==> src/rtl/seg8_scan_driver.sv <==
`default_nettype none
// ============================================================================
// Module   : seg8_scan_driver
// Brief    : Scans a 64-bit active-low segment word onto an 8-digit display,
//            one digit per slot, with a blanking gap and a per-frame latch.
// Revision : 1.0 - initial release
// ============================================================================
module seg8_scan_driver #(
    parameter int SCAN_DIV     = 100000,
    parameter int BLANK_CYCLES = 1000
) (
    input  logic        clk,
    input  logic        rst,
    input  logic        en,
    input  logic [63:0] seg_in,
    output logic [7:0]  an,
    output logic [7:0]  seg,
    output logic [2:0]  scan_idx,
    output logic        frame_done
);

    localparam int            c_cw           = (SCAN_DIV > 1) ? $clog2(SCAN_DIV) : 1;
    localparam logic [c_cw-1:0] c_cnt_last   = c_cw'(SCAN_DIV - 1);
    localparam logic [c_cw-1:0] c_blank_cnt  = c_cw'(BLANK_CYCLES);

    typedef enum logic [1:0] {
        S_OFF   = 2'd0,
        S_BLANK = 2'd1,
        S_DRIVE = 2'd2
    } state_t;

    logic [c_cw-1:0] r_cnt;
    logic [2:0]      r_scan_idx;
    logic            r_started;
    logic [63:0]     r_shadow;
    logic            r_frame_done;
    state_t          r_state;
    logic [7:0]      r_an;
    logic [7:0]      r_seg;

    logic            w_slot_end;
    logic            w_frame_end;
    logic            w_in_blank;
    logic            w_latch;
    logic [7:0]      w_digit_an;
    logic [7:0]      w_digit_seg;
    state_t          w_state_nxt;
    logic [7:0]      w_an_nxt;
    logic [7:0]      w_seg_nxt;

    assign w_slot_end  = (r_cnt == c_cnt_last);
    assign w_frame_end = w_slot_end && (r_scan_idx == 3'd7);
    assign w_in_blank  = (r_cnt < c_blank_cnt);
    assign w_latch     = !r_started || w_frame_end;
    assign w_digit_an  = ~(8'b1 << r_scan_idx);
    assign w_digit_seg = r_shadow[{r_scan_idx, 3'b000} +: 8];

    // Slot counter, digit index and frame shadow; shadow survives en=0.
    always_ff @(posedge clk or posedge rst) begin
        if (rst) begin
            r_cnt        <= '0;
            r_scan_idx   <= 3'd0;
            r_started    <= 1'b0;
            r_shadow     <= 64'hFFFF_FFFF_FFFF_FFFF;
            r_frame_done <= 1'b0;
        end else if (!en) begin
            r_cnt        <= '0;
            r_scan_idx   <= 3'd0;
            r_started    <= 1'b0;
            r_frame_done <= 1'b0;
        end else begin
            r_started    <= 1'b1;
            r_frame_done <= w_frame_end;
            if (w_latch) begin
                r_shadow <= seg_in;
            end
            if (w_slot_end) begin
                r_cnt      <= '0;
                r_scan_idx <= r_scan_idx + 3'd1;
            end else begin
                r_cnt      <= r_cnt + 1'b1;
            end
        end
    end

    always_ff @(posedge clk or posedge rst) begin
        if (rst) begin
            r_state <= S_OFF;
            r_an    <= 8'hFF;
            r_seg   <= 8'hFF;
        end else begin
            r_state <= w_state_nxt;
            r_an    <= w_an_nxt;
            r_seg   <= w_seg_nxt;
        end
    end

    // Leaving OFF always lands at cnt 0, which is inside the blank window.
    always_comb begin
        w_state_nxt = r_state;
        w_an_nxt    = 8'hFF;
        w_seg_nxt   = 8'hFF;
        if (!en) begin
            w_state_nxt = S_OFF;
        end else begin
            unique case (r_state)
                S_OFF:   w_state_nxt = S_BLANK;
                S_BLANK: w_state_nxt = w_in_blank ? S_BLANK : S_DRIVE;
                S_DRIVE: w_state_nxt = w_in_blank ? S_BLANK : S_DRIVE;
                default: w_state_nxt = S_OFF;
            endcase
        end
        if (w_state_nxt == S_DRIVE) begin
            w_an_nxt  = w_digit_an;
            w_seg_nxt = w_digit_seg;
        end
    end

    assign an         = r_an;
    assign seg        = r_seg;
    assign scan_idx   = r_scan_idx;
    assign frame_done = r_frame_done;

endmodule
`default_nettype wire
==> config.mk <==
export PLATFORM = sky130hd
export DESIGN_NAME = seg8_scan_driver
export DESIGN_NICKNAME = d
export VERILOG_FILES = /design/src/rtl/seg8_scan_driver.sv
export SDC_FILE = /design/constraint.sdc
export NUM_CORES = 1
export LEC_CHECK = 0
export ABC_AREA = 1
export BUFFER_PORTS_ARGS = -buffer_cell sky130_fd_sc_hd__buf_2
export CAP_MARGIN = 30
export CORE_AREA = 4 4 137 139
export CTS_CLUSTER_SIZE = 8
export DETAILED_ROUTE_END_ITERATION = 12
export DIE_AREA = 0 0 141 143
export GPL_TIMING_DRIVEN = 0
export PLACE_DENSITY = 0.49
export SYNTH_ARGS = -nofsm -noshare
export SYNTH_HDL_FRONTEND = slang
export SYNTH_SLANG_ARGS = --single-unit
==> constraint.sdc <==
create_clock -name clk -period 3.64 [get_ports clk]
set_input_delay 0.728 -clock clk [delete_from_list [all_inputs] [get_ports clk]]
set_output_delay 0.728 -clock clk [all_outputs]
set_load 0.01 [all_outputs]
**Yosys cells after proc, flatten, opt, wreduce, memory -nomap -nowiden**

Index checks and enable logic that the tools add are counted.

- Bits in registers: 104
- Bits of input ports: 67
- Output and inout bits: 20
- Word-level logic and storage cells: 37

- $add $sub $neg: 2
- Magnitude comparators: 1
- Eq/ne operators: 6
- Shift-type cells: 2
- Multiplexer cells: 11
- Bitwise gates (word level): 1
- Reductions and logical operators: 6

Operators with widths:

| operator | number |
|---|---|
| $shiftx 64x7->8 | 1 |
| $mux 17 | 2 |
| $add 17x1->17 const B | 1 |
| $eq 17x17->1 const B | 1 |
| $lt 17x10->1 const B | 1 |
| $mux 8 | 2 |
| $not 8->8 | 1 |
| $shl 1x3->8 const A | 1 |
| $mux 3 | 2 |
| $eq 2x2->1 const B | 2 |
| $mux 2 | 2 |
| $pmux 2 s2 | 1 |
| $add 3x1->3 const B | 1 |
| $eq 3x3->1 const B | 1 |
| $eq 2x1->1 const B | 1 |
| $logic_not 2->1 | 1 |
| $mux 1 | 2 |
| $ne 2x1->1 const B | 1 |
| $reduce_and 2->1 | 1 |
| $reduce_or 2->1 | 1 |
| $logic_and 1x1->1 | 1 |
| $logic_not 1->1 | 1 |
| $logic_or 1x1->1 | 1 |

**Logic depth before layout (Yosys ltp)**

- Depth after elaboration: 6
- Depth in mapped cells: 10
- Depth with buffers taken out: 9

**Worst setup path after synthesis**

OpenSTA, ideal clock, no wires.

- Path type: input -> register
- Start: input port en
- End: register r_shadow[0]
- Setup time: 0.075 ns
- Arrival: 1.639 ns
- Required time: 3.565 ns
- Slack: 1.926 ns
- Stages: 7
- Path buffers: 3
- Cells stage by stage: buf_4 -> inv_2 -> or2_1 -> buf_4 -> buf_4 -> nand3_2 -> nand2_1

- Longest elaborated chain between the ends: 1

Ends and longest elaborated chain:

| item | RTL line | source |
|---|---|---|
| start, declared | 14 | `input logic en,` |
| $reduce_and 2->1 (no source line) | -- |  |
| end signal, assigned | 75 | `r_shadow <= seg_in;` |
| end, declared | 35 | `logic [63:0] r_shadow;` |

Every way passes these cells.
A chain may end at the register's enable or synchronous reset.

**Worst setup path in the final report**

- Start: register r_scan_idx[1] (netlist: scan_idx[1])
- End: register r_scan_idx[1] (netlist: scan_idx[1])

- Longest elaborated chain between the ends: 3

Ends and longest elaborated chain:

| item | RTL line | source |
|---|---|---|
| start, declared | 33 | `logic [2:0] r_scan_idx;` |
| start signal, assigned | 79 | `r_scan_idx <= r_scan_idx + 3'd1;` |
| $add 3x1->3 | 79 |  |
| $mux 3 | 77 | `if (w_slot_end) begin` |
| $mux 3 | 66 | `end else if (!en) begin` |

Every way passes these cells. The select of a mux whose other input is x is not followed.

==> results.md <==
- Power density over cell area: 408 nW/um^2
- Min-delay src: r_shadow[10]
- Tcrit/Tclk final: 52.1%
- RePlAce Congestion: 0.834
- Final Hold Viols: 0
- Nets@finish: 823
- Tot Pwr: 2.69 mW
- Share of post-route cells with drive strength above 1: 36.8%
- Switching Fraction: 25.4%
- Clk buf depth: 2
- IO Count: 87
- Pre-antenna DRT Iters: 5
- Most frequent cell after synthesis: nand2_1
- Root Buffer: clkbuf_16
- Worst hold margin: 473 ps
- Net Switching: 683 uW
- DRC viols: 0
- Die width: 141 um
- DR iter-0 viols: 235
- Yosys cell types: 27
- Clk_skew: 8.96 ps
- CTS H-tree lvls: 3
- Delay-heaviest family, CP: buffers and inverters
- Post-CTS resize count: 0
- Total CTS buffers: 9
- Cells after synthesis: 649
- Layout overhead on the synthesized area: 19.0%
- Buf/Inv on CP: 3
- Top cell types by occurrence after synthesis: 232 x nand2_1, 93 x nand3_1, 80 x dfstp_2
- Setup violators final: 0
- Synth top area share: 38.0%
- Clock slew at reported path FFs: 70 ps
- Slew headroom: 54.8%
- Mean Syn Cell Area: 8.53 um^2
- Fmax: 527 MHz
- Crit path DAT: 2130 ps
- Initial antenna violation count: 0
- Total wire length: 14.7 mm
- RR Endpoint: scan_idx[1]
- Post-synth design cell area: 5530 um^2
- Class of the worst hold path: flip-flop to flip-flop
- CP required: 3870 ps
- Die area: 20200 um^2
- Rows: 49
- Initial Utilization: 31.3%
- Crit end category: flip-flop
- Vias in the first global route: 4691
- Synth area leaders: dfstp_2 38%, nand2_1 16%, dfrtp_1 11%, nand3_2 9.2%, nand3_1 8.4%
- EDFF count, synth: 0
- DP HPWL: 11.2 mm
- CP cell instances: buf_2, clkinv_1, buf_2, ha_1, nand4_1, o21ai_0
- R2r setup slk: 1740 ps
- Hold EP: r_shadow[10]
- Vias: 4494
- Startpoint types: flip-flop
- Pin count of the biggest net entering global routing: 54
- Routed length per instance: 15.0 um
- Leakage power: 3.09 nW
- Min cycle time layout: 1900 ps
- Crit path depth: 6
- CTS tree: built
- CP Class: flip-flop to flip-flop
- Syn nets: 725
- Worst skew pair latency: 360 ps
- Register share of total power: 51.8%
- DRT antenna net count: 0
- Tightest Pin Transition: 678 ps
- Critical Path Max Stage Delay: 460 ps
- Max-Cap Viols: 0
- Internal power: 2.01 mW
- Total GRT Usage: 15.2%
- RSZ-0062 raised after global routing: false
- Area leader, netlist: dfstp_2
- Die Y: 143 um
- Vias/cell: 4.58
- Core Footprint: 17700 um^2
- First-pass GRT wire length: 24.1 mm
- Slowest stage cell, crit path: dfrtp_1
- Top_reg_cell synth: dfstp_2
- Most used cell, CP: buf_2
- Warning count from the yosys run: 0
- Max Slew Vio Count: 0
- Reg2Reg Depth: 6
- R2R Path Start: scan_idx[1]
- Post-CTS Setup Bufs: 0
- Port Buffers: 86
- Sequential cell area fraction in the yosys report: 48.8%
- Antenna Cells: 0
- Worst hold path cell count: 2
- Comb power frac: 11.2%
- CTS Hold Bufs: 0
- Synthesis-stage register bit count: 104
- Max VDD drop: 0.243 mV
- Status: finished, final reports clean
- Fill count: 1839
- Ys async rst share: 100%
- CTS Sinks: 104
- Clock network fraction of total power: 37.0%
- Max FO, Critical Path: 11
- GRT overflow: 0
sequential cells by signal, indices dropped and copies added (netlist names):
signal / count
r_shadow: 64
r_cnt: 17
an: 8
seg: 8
scan_idx: 3
r_state: 2
frame_done: 1
r_started: 1
final cells by class:
class                           count  area [um^2]  share of cell area (%)
Buffer                             35          275                    4.18
Clock buffer                       10          239                    3.63
Clock inverter                      6         67.6                    1.03
Inverter                           36          138                    2.09
Multi-Input combinational cell    474         2420                    36.7
Sequential cell                   104         2700                    41.0
Tap cell                          229          287                    4.35
Timing Repair Buffer               87          458                    6.95
logic make-up (layout without fill, tap and decap cells):
kind of cell	count (synthesis)	in the layout	synth area share, %
buf+inv	71	174	7.42
compound gates	3	3	0.475
flops	104	104	48.8
xor+xnor	9	9	1.42
simple gates	452	452	39.6
mux	1	1	0.181
fa+ha+maj	9	9	2.04
stage by stage:
stage	worst slack, ps	cells	utilization, %	cell area [um^2]	TNS [ps]
after floorplan	312	649	-	5530	0
after global placement	-936	964	35.4	6250	-22340
after detailed placement	1500	965	35.6	6280	0
after CTS	1710	981	37.3	6590	0
after global routing	1570	981	37.3	6590	0
final	1740	981	37.3	6590	0
cells in the final DEF, fill, tap and decap left out, types with 2 or more instances in the layout:
cell type   instances
nand4_1             2
inv_4               2
dfstp_2            80
inv_1              28
clkinv_1            4
xor2_1              8
nor2_2              4
buf_4               8
inv_2               3
nand3_2            51
o21ai_0             2
dfrtp_1            24
and2_0              2
buf_2              93
clkinvlp_4          3
nor3_1              2
ha_1                9
nand3_1            93
buf_6              14
nand2_2             4
and2_1              7
nor2_1             53
clkbuf_16           9
nand2_1           232
clkbuf_1            6
worst max-delay path by stage:
stage | start | end
finish | scan_idx[1] | scan_idx[1]
global route | scan_idx[1] | scan_idx[1]
CTS | scan_idx[1] | scan_idx[1]
detailed placement | en | r_shadow[54]
global placement | rst | frame_done
floorplan | rst | frame_done
worst register-to-register path, delay by kind of cell, from the launching register on:
family                     cells  cell delay (ps)
adders and majority gates      1              310
and+or+nand+nor                1              100
AOI/OAI and AO/OA              1               80
DFF                            1              460
buffers and inverters          3              830
per-layer routing:
metal	vias to the layer above	part of all wire [%]	wire length, um	GRT usage, %
met1	2110	47	6990	20.6
met4	0	1.8	271	4.33
met3	18	4.8	702	3.82
li1	2256	-	-	-
met2	110	46	6760	24.1
met5	-	0	0	0
power groups by stage:
stage	registers [mW]	clock network [mW]	logic, mW
2_1_floorplan	1.38	0	0.208
3_3_place_gp	1.41	0	0.292
3_5_place_dp	1.41	0	0.305
4_1_cts	1.39	1.03	0.306
5_1_grt	1.40	1.08	0.344
6_report	1.39	0.995	0.300
(Power assumes the default switching activity.)
